[config.mk]
export PLATFORM = sky130hd
export DESIGN_NAME = gyro_yaw_reader
export DESIGN_NICKNAME = d
export VERILOG_FILES = /design/src/rtl/gyro_yaw_reader.sv
export SDC_FILE = /design/constraint.sdc
export NUM_CORES = 1
export LEC_CHECK = 0
export ABC_AREA = 1
export CORE_ASPECT_RATIO = 1.4
export CORE_UTILIZATION = 40
export CTS_BUF_LIST = sky130_fd_sc_hd__clkbuf_8 sky130_fd_sc_hd__clkbuf_16
export CTS_CLUSTER_SIZE = 10
export DETAILED_ROUTE_END_ITERATION = 10
export PLACE_DENSITY = 0.75
export SETUP_SLACK_MARGIN = 0.15
export SLEW_MARGIN = 40
export SYNTH_ARGS = -nofsm -noshare
export SYNTH_HDL_FRONTEND = slang
export SYNTH_SLANG_ARGS = --single-unit
[constraint.sdc]
create_clock -name clk -period 3.6 [get_ports clk]
set_clock_uncertainty 0.05 [all_clocks]
set_input_delay 0.72 -clock clk [delete_from_list [all_inputs] [get_ports clk]]
set_output_delay 0.72 -clock clk [all_outputs]
set_load 0.01 [all_outputs]
[src/rtl/gyro_yaw_reader.sv]
// Gyro yaw-rate reader: initializes the gyro over an SPI transceiver handshake, then reads yaw low/high bytes on each data-ready INT.
// Optional watchdog on a missing INT is enabled by defining TMO_EN.
module gyro_yaw_reader #(
    parameter int          FAST_SIM = 1,
    parameter logic [23:0] TMO_CYC  = 24'd1_000_000
) (
    input  logic        clk,
    input  logic        rst,
    input  logic        INT,
    input  logic        done,
    input  logic [15:0] resp,
    output logic        wrt,
    output logic [15:0] cmd,
    output logic        vld,
    output logic [15:0] yaw_rt,
    output logic        tmo_err
);
    localparam int TMR_W = (FAST_SIM != 0) ? 9 : 16;

    typedef enum logic [2:0] {
        INIT_WAIT,
        INIT1,
        INIT2,
        INIT3,
        IDLE,
        RD_L,
        RD_H
    } state_t;

    state_t             state_reg, state_next;
    logic               int_ff1_reg, int_ff2_reg;
    logic [TMR_W-1:0]   timer_reg, timer_next;
    logic [7:0]         low_byte_reg, low_byte_next;
    logic               wrt_reg, wrt_next;
    logic [15:0]        cmd_reg, cmd_next;
    logic               vld_reg, vld_next;
    logic [15:0]        yaw_reg, yaw_next;
    logic               wdog_hit;

    // Only the low byte of a transceiver response carries gyro data.
    logic cfg_unused;
    assign cfg_unused = ^{resp[15:8], TMO_CYC};

`ifdef TMO_EN
    logic [23:0] wdog_reg, wdog_next;
    logic        tmo_err_reg, tmo_err_next;

    assign wdog_hit = (state_reg == IDLE) && !int_ff2_reg && (wdog_reg == TMO_CYC - 24'd1);

    always_comb begin
        wdog_next    = 24'd0;
        tmo_err_next = tmo_err_reg | wdog_hit;
        if ((state_reg == IDLE) && !int_ff2_reg && !wdog_hit)
            wdog_next = wdog_reg + 24'd1;
    end

    always_ff @(posedge clk or posedge rst) begin
        if (rst) begin
            wdog_reg    <= 24'd0;
            tmo_err_reg <= 1'b0;
        end else begin
            wdog_reg    <= wdog_next;
            tmo_err_reg <= tmo_err_next;
        end
    end

    assign tmo_err = tmo_err_reg;
`else
    assign wdog_hit = 1'b0;
    assign tmo_err  = 1'b0;
`endif

    always_comb begin
        state_next    = state_reg;
        wrt_next      = 1'b0;
        cmd_next      = cmd_reg;
        vld_next      = 1'b0;
        yaw_next      = yaw_reg;
        low_byte_next = low_byte_reg;
        timer_next    = (state_reg == INIT_WAIT) ? timer_reg + TMR_W'(1) : '0;

        case (state_reg)
            INIT_WAIT: begin
                if (&timer_reg) begin
                    wrt_next   = 1'b1;
                    cmd_next   = 16'h0D02;
                    state_next = INIT1;
                end
            end
            INIT1: begin
                if (done) begin
                    wrt_next   = 1'b1;
                    cmd_next   = 16'h1160;
                    state_next = INIT2;
                end
            end
            INIT2: begin
                if (done) begin
                    wrt_next   = 1'b1;
                    cmd_next   = 16'h1440;
                    state_next = INIT3;
                end
            end
            INIT3: begin
                if (done)
                    state_next = IDLE;
            end
            IDLE: begin
                // A pending sample wins over a watchdog expiring on the same cycle.
                if (int_ff2_reg) begin
                    wrt_next   = 1'b1;
                    cmd_next   = 16'hA600;
                    state_next = RD_L;
                end else if (wdog_hit) begin
                    state_next = INIT_WAIT;
                end
            end
            RD_L: begin
                if (done) begin
                    low_byte_next = resp[7:0];
                    wrt_next      = 1'b1;
                    cmd_next      = 16'hA700;
                    state_next    = RD_H;
                end
            end
            RD_H: begin
                if (done) begin
                    yaw_next   = {resp[7:0], low_byte_reg};
                    vld_next   = 1'b1;
                    state_next = IDLE;
                end
            end
            default: state_next = INIT_WAIT;
        endcase
    end

    always_ff @(posedge clk or posedge rst) begin
        if (rst) begin
            state_reg    <= INIT_WAIT;
            int_ff1_reg  <= 1'b0;
            int_ff2_reg  <= 1'b0;
            timer_reg    <= '0;
            low_byte_reg <= 8'h00;
            wrt_reg      <= 1'b0;
            cmd_reg      <= 16'h0000;
            vld_reg      <= 1'b0;
            yaw_reg      <= 16'h0000;
        end else begin
            state_reg    <= state_next;
            int_ff1_reg  <= INT;
            int_ff2_reg  <= int_ff1_reg;
            timer_reg    <= timer_next;
            low_byte_reg <= low_byte_next;
            wrt_reg      <= wrt_next;
            cmd_reg      <= cmd_next;
            vld_reg      <= vld_next;
            yaw_reg      <= yaw_next;
        end
    end

    assign wrt    = wrt_reg;
    assign cmd    = cmd_reg;
    assign vld    = vld_reg;
    assign yaw_rt = yaw_reg;

endmodule

* Yosys cells after proc, flatten, opt, wreduce, memory -nomap -nowiden *
Index checks and enable logic that the tools add are counted.

cells by class
  $add $sub $neg = 1
  eq/ne operators = 12
  muxes and demuxes = 19
  reduce and logical (&&, ||, !) cells = 9

operators by type and width
  kind                                                                     count
  16-bit 2-to-1 mux                                                        5
  16-bit case mux with 5 select lines                                      1
  3-bit 2-to-1 mux                                                         6
  3-bit case mux with 6 select lines                                       1
  6-bit AND reduction                                                      2
  9-bit by 1-bit adder with 9-bit output, second input constant            1
  3-bit == test, second input constant                                     3
  9-bit 2-to-1 mux                                                         1
  9-bit AND reduction                                                      1
  2-bit inequality test, second input constant                             4
  3-bit by 2-bit == test with 1-bit output, second input constant          2
  5-bit nonzero test                                                       1
  1-bit 2-to-1 mux                                                         4
  2-bit by 1-bit inequality test with 1-bit output, second input constant  2
  2-bit AND reduction                                                      2
  3-bit by 1-bit == test with 1-bit output, second input constant          1
  3-bit logical NOT                                                        1
  1-bit case mux with 3 select lines                                       1
  3-bit OR reduction                                                       1
  2-bit OR reduction                                                       1

storage, ports and cells
  bits in registers = 56
  bits of input ports = 20

* Longest topological paths before layout *
Gate-level depths: netlist of run 1.

  depth after elaboration = 4
  mapped depth = 15

* Least setup slack after synthesis of run 1 *
Ideal clock, no wire load.

  kind = reg-to-reg
  start point = reg timer_reg[0]
  end point = reg state_reg[0]
  arrival = 1,582 ps
  setup slack = 1,851 ps
  cell stages (with the launch flop) = 16
  buffers on the path = 0
  cells stage by stage = dfrtp_1 -> ha_1 -> nand2_1 -> inv_1 -> nand2_1 -> nor2_1 -> nand3_1 -> nor2_1 -> ha_1 -> inv_1 -> nand3_2 -> nand2_1 -> inv_2 -> nand3_1 -> nand2_1 -> nand2_1

between the ends
  cells in the longest elaborated chain, start to end = 3

RTL lines
  what                                                               line  RTL
  start, declared                                                    32    logic [TMR_W-1:0] timer_reg, timer_next;
  start signal, assigned                                             152   timer_reg <= timer_next;
  9-bit AND reduction                                                84    if (&timer_reg) begin
  2-bit by 1-bit inequality test with 1-bit output (no source line)  -
  6-bit AND reduction (no source line)                               -
  end signal, assigned                                               149   state_reg <= state_next;
  end, declared                                                      30    state_t state_reg, state_next;

No other way between the ends.
A chain may end at the register's enable or synchronous reset.

* Final worst setup path of run 1 *
  start point = reg yaw_reg[5] (netlist: yaw_rt[5])
  end point = out yaw_rt[5]

RTL lines
  what                    line  RTL
  start, declared         37    logic [15:0] yaw_reg, yaw_next;
  start signal, assigned  157   yaw_reg <= yaw_next;
  end, declared           15    output logic [15:0] yaw_rt,

No word-level cell between the ends.

==> flow_summary.toml, run 1 <==
[run_status]
status = "completed"

[placed_design]
dpl_cell_area_sq_um = 2440
io_buffers = 39
place_congestion = 0.780
place_hpwl_mm = 2.40
placedCellCount = 324

[worst_setup_path]
regToRegEndpoint = "state_reg[0]"
crit_family = "buffers and inverters"
crit_fanout = 2
worstReg2RegStart = "timer_reg[0]"
cp_num_buf_inv = 1
reg2regPathDepth = 15
cp.required_ps = 2830
end_kind = "primary output"
r2r_slack_ps = 1650
path_cells = "clkdlybuf4s50_1"
path_class = "register to primary output"
critPathArrivalTime_ps = 1230
slowest_delay_ps = 550
worstSetupStartpointType = "register"
cp_slowest_cell = "clkdlybuf4s50_1"

[synth]
synth_seq_cells = 46
ys.flop_type = "dfrtp_1"
synth_cells = 231
synthMostInstantiatedCell = "nand2_1"
syn-mean-instance-area_sq_um = 8.96
synth_edf_count = 0
synth_area_sq_um = 2070
synth_top_area_cell = "dfrtp_1"
synthArstFlopShare_pct = 100
yosysSeqAreaShare_pct = 55.6
synth.area.top_cells = "dfrtp_1 (56%), nand2_1 (14%), buf_4 (5.1%)"
synth.cells.most_frequent = "nand2_1 (75), dfrtp_1 (46), inv_1 (19)"
synth.distinct_cells = 23
synth_warnings = 0
post-synth-top-area-fraction_pct = 55.6

[power_and_ir_drop]
power-per-cell-area_nw_per_um2 = 363
worst_ir_drop_vdd_uv = 276
p_leak_nw = 1.32

[global_route]
grt_pass1_vias = 1426
grt_overflow = 0
grtUsageMet2_pct = 24.3
grt_max_degree = 47
top_usage_layer = "met2"
met3_usage_pct = 3.93
use_met1_pct = 16.4
gr-usage-all-layers_pct = 14.1
grt_pass1_wl_mm = 6.04
antenna_found_initial = 0

[clocking]
hold_buffers = 0
cts_root_buffer = "clkbuf_8"
cts_resized = 0
cts_tree = "built"
clk_pin_slew_ps = 80
cts_setup_buffers = 0
clock_sinks = 46
cts_buffers = 5
insertion_delay_ps = 290
htreeDepth = 2
ctsLongestPathBuffers = 2

[sta]
max_slew_margin_pct = 63.7
fin_crit_sh_pct = 55.4
drv_slew = 0
rsz0062_at_grt = "false"
finalCriticalPeriod_ps = 2000
timing.hold.ws_ps = 305
setup_violations = 0
tightest_slew_ps = 544
hold_viol_final = 0
max_freq_mhz = 501
tns_ps = 0

[finish]
final_cell_count_no_fill = 331
diodes = 0
largest_reg_flops = 16
drive_gt1_share_pct = 12.7
syn_to_final_growth_pct = 23.5
post-route-cell-area_sq_um = 2560
nets = 289

[min_path]
hold_path_end = "int_ff2_reg"
hold_path.startpoint = "int_ff1_reg"
hold_depth = 0
hold_path.class = "register to register"

[floorplan]
core-area_sq_um = 4920
die-area_sq_um = 5470
rows = 30
io_pins = 55
die-height_um = 87.1
start_util_pct = 42.1
die_w_um = 62.8

[drt]
via_per_inst = 4.59
wl_per_cell_um = 10.1
num_vias = 1520
firstDrtPassIters = 5
postRouteAntennaNets = 0
post-route-drc-count = 0
drt-initial-drc-count = 55
routed_wirelength_mm = 3.33

[job]
cap_violations = 0
[layout by cell type (no fill, tap or decap), types with 6 or more instances in the layout]
master           instances
dfrtp_1                 46
nand2_1                 75
o21ai_2                  9
inv_2                    8
o21ai_1                 12
clkbuf_8                 6
nand3_1                 11
clkdlybuf4s50_1         39
nor2_1                  12
conb_1                   7
inv_1                   18
[power by group]
group / leakage [nW] / internal [mW] / switching, mW
combinational: 0.648 / 0.0114 / 0.0187
sequential: 0.619 / 0.517 / 0.000246
clock: 0.0573 / 0.222 / 0.159
total: 1.32 / 0.751 / 0.178
[how the worst max path moves through the flow]
stage	from	to	slack, ps	depth (start not counted)
2_1_floorplan	rst	cmd[10]	1740	1
3_3_place_gp	done	yaw_rt[2]	1310	7
3_5_place_dp	done	yaw_rt[2]	1290	7
4_1_cts	yaw_rt[5]	yaw_rt[5]	1590	1
5_1_grt	timer_reg[0]	state_reg[0]	1460	15
6_report	yaw_rt[5]	yaw_rt[5]	1600	1
[layer usage]
metal | wire, um | vias up
met5 | 0 | -
met4 | 63 | 0
met3 | 194 | 6
met2 | 1650 | 48
met1 | 1420 | 694
li1 | - | 772
[metrics by stage]
| step | setup WS [ps] | utilization [%] | total power, mW |
|---|---|---|---|
| global placement | 1310 | 49.7 | 0.558 |
| global route | 1460 | 52.0 | 0.970 |
| finish | 1600 | 52.0 | 0.929 |
| CTS | 1590 | 52.0 | 0.944 |
| detailed placement | 1290 | 49.7 | 0.559 |
| floorplan | 1740 | - | 0.548 |
[layout make-up]
cell class                      count  area, sq um
Clock buffer                        6         82.6
Clock inverter                      1         30.0
Fill cell                         473         2360
Inverter                           27          104
Multi-Input combinational cell    148          719
Sequential cell                    46         1150
Tap cell                           64         80.1
Timing Repair Buffer               39          390
[logic make-up (layout without fill, tap and decap cells)]
family          Yosys count  count (layout)  share of synthesized area [%]
simple gates            113             113                           24.3
flops                    46              46                           55.6
buf+inv                  43              73                           10.8
compound gates           26              26                           7.92
fa+ha+maj                 2               2                           1.21
other cells               1               7                          0.181
No activity file was read; power rests on OpenSTA's default activity.
==> run 2, diff against run 1 <==
- clock period: 3.6 -> 1.95 ns (I/O delays scaled with it)
==> flow_summary.toml, run 2 (synthesis results as in run 1) <==
[run_status]
status = "completed"

[worst_setup_path]
path_class = "register to register"
crit_fanout = 7
cp.required_ps = 2090
end_kind = "register"
worstSetupStartpointType = "register"
critPathArrivalTime_ps = 2010

[sta]
timing.hold.ws_ps = 297
finalCriticalPeriod_ps = 1880
rsz0062_at_grt = "true"
drv_slew = 0
fin_crit_sh_pct = 96.4
max_freq_mhz = 532
setup_violations = 0
tns_ps = 0
hold_viol_final = 0

[global_route]
grt_pass1_vias = 1517
grt_max_degree = 47
antenna_found_initial = 0
grt_pass1_wl_mm = 6.51
gr-usage-all-layers_pct = 15.4
grt_overflow = 0

[clocking]
clock_sinks = 46
cts_tree = "built"
clk_pin_slew_ps = 80
ctsLongestPathBuffers = 2
cts_buffers = 5
htreeDepth = 2
cts_root_buffer = "clkbuf_8"
insertion_delay_ps = 290
hold_buffers = 0

[placed_design]
io_buffers = 39
place_congestion = 0.767
placedCellCount = 326
place_hpwl_mm = 2.47

[drt]
routed_wirelength_mm = 3.86
num_vias = 1582
firstDrtPassIters = 4
via_per_inst = 4.59
postRouteAntennaNets = 0
drt-initial-drc-count = 49
post-route-drc-count = 0
wl_per_cell_um = 11.2

[floorplan]
start_util_pct = 42.1
io_pins = 55
die-area_sq_um = 5470
die-height_um = 87.1
core-area_sq_um = 4920
rows = 30
die_w_um = 62.8

[min_path]
hold_path.class = "register to register"

[finish]
fin_util_pct = 56.3
syn_to_final_growth_pct = 33.6
final_cell_mix = "nand2_1 (66), dfrtp_1 (46), clkdlybuf4s50_1 (39)"
diodes = 0
drive_gt1_share_pct = 23.5
final_cell_count_no_fill = 345
nets = 302
final_common_cell = "nand2_1"
largest_reg_flops = 16

[power_and_ir_drop]
p_leak_nw = 1.41
worst_ir_drop_vdd_uv = 429
power_mw = 1.60
power-per-cell-area_nw_per_um2 = 577

[job]
cap_violations = 0
==> run 2: cell type report <==
| cell class | instances | area (sq um) |
|---|---|---|
| fillers | 467 | 2150 |
| flip-flops and latches | 46 | 1150 |
| multi-input cells | 148 | 813 |
| repair buffers | 52 | 527 |
| inverters | 27 | 104 |
| clock buffers | 6 | 82.6 |
| well taps | 64 | 80.1 |
| clock inverters | 2 | 8.76 |
==> run 2: worst paths after layout <==
path / start / to / slack (ps) / cells past startpoint
setup / recovery: timer_reg[1] / cmd[11] / 70 / 13
hold / removal: int_ff1_reg / int_ff2_reg / 300 / 0
setup reg to reg: timer_reg[1] / cmd[11] / 70 / 13
hold reg to reg: int_ff1_reg / int_ff2_reg / 300 / 0
max in group asynchronous: rst / cmd[11] / 1250 / 3
min in group asynchronous: rst / low_byte_reg[4] / 390 / 3
==> run 2: power by group <==
| part | leakage, nW | internal, mW | switching, mW |
|---|---|---|---|
| Sequential | 0.619 | 0.955 | 0.000426 |
| Combinational | 0.739 | 0.0250 | 0.0348 |
| Clock | 0.0524 | 0.281 | 0.301 |
| Total | 1.41 | 1.26 | 0.336 |
==> run 2: per-stage QoR <==
step	area, sq um	setup WS [ps]
floorplan	2090	201
global placement	2470	31.1
detailed placement	2470	-22.5
CTS	2680	29.9
global route	2770	-70.2
finish	2770	70.9
==> run 2: repair_timing <==
item / in CTS / in global routing
gates cloned: 0 / 0
setup endpoints to repair: 10 / 11
setup buffers: 9 / 2
pin swaps: 7 / 11
resized for setup: 14 / 20
==> run 2: routing by layer <==
layer | vias up | global-route usage, % | routed length [um]
li1 | 797 | - | -
met1 | 734 | 17.0 | 1570
met2 | 45 | 27.9 | 2040
met3 | 6 | 4.32 | 185
met4 | 0 | 5.71 | 60
met5 | - | 0 | 0
==> run 2: critical path: stages, from the launching register on <==
cell and delay (ps):
dfrtp_1 370, ha_2 200, nand2_2 60, inv_2 70
nand2_4 60, nor2_4 100, nand3_2 90, nor2_2 100
ha_2 180, inv_2 40, nand3_4 100, nand4_4 150
nand2_2 140, nand2_2 50
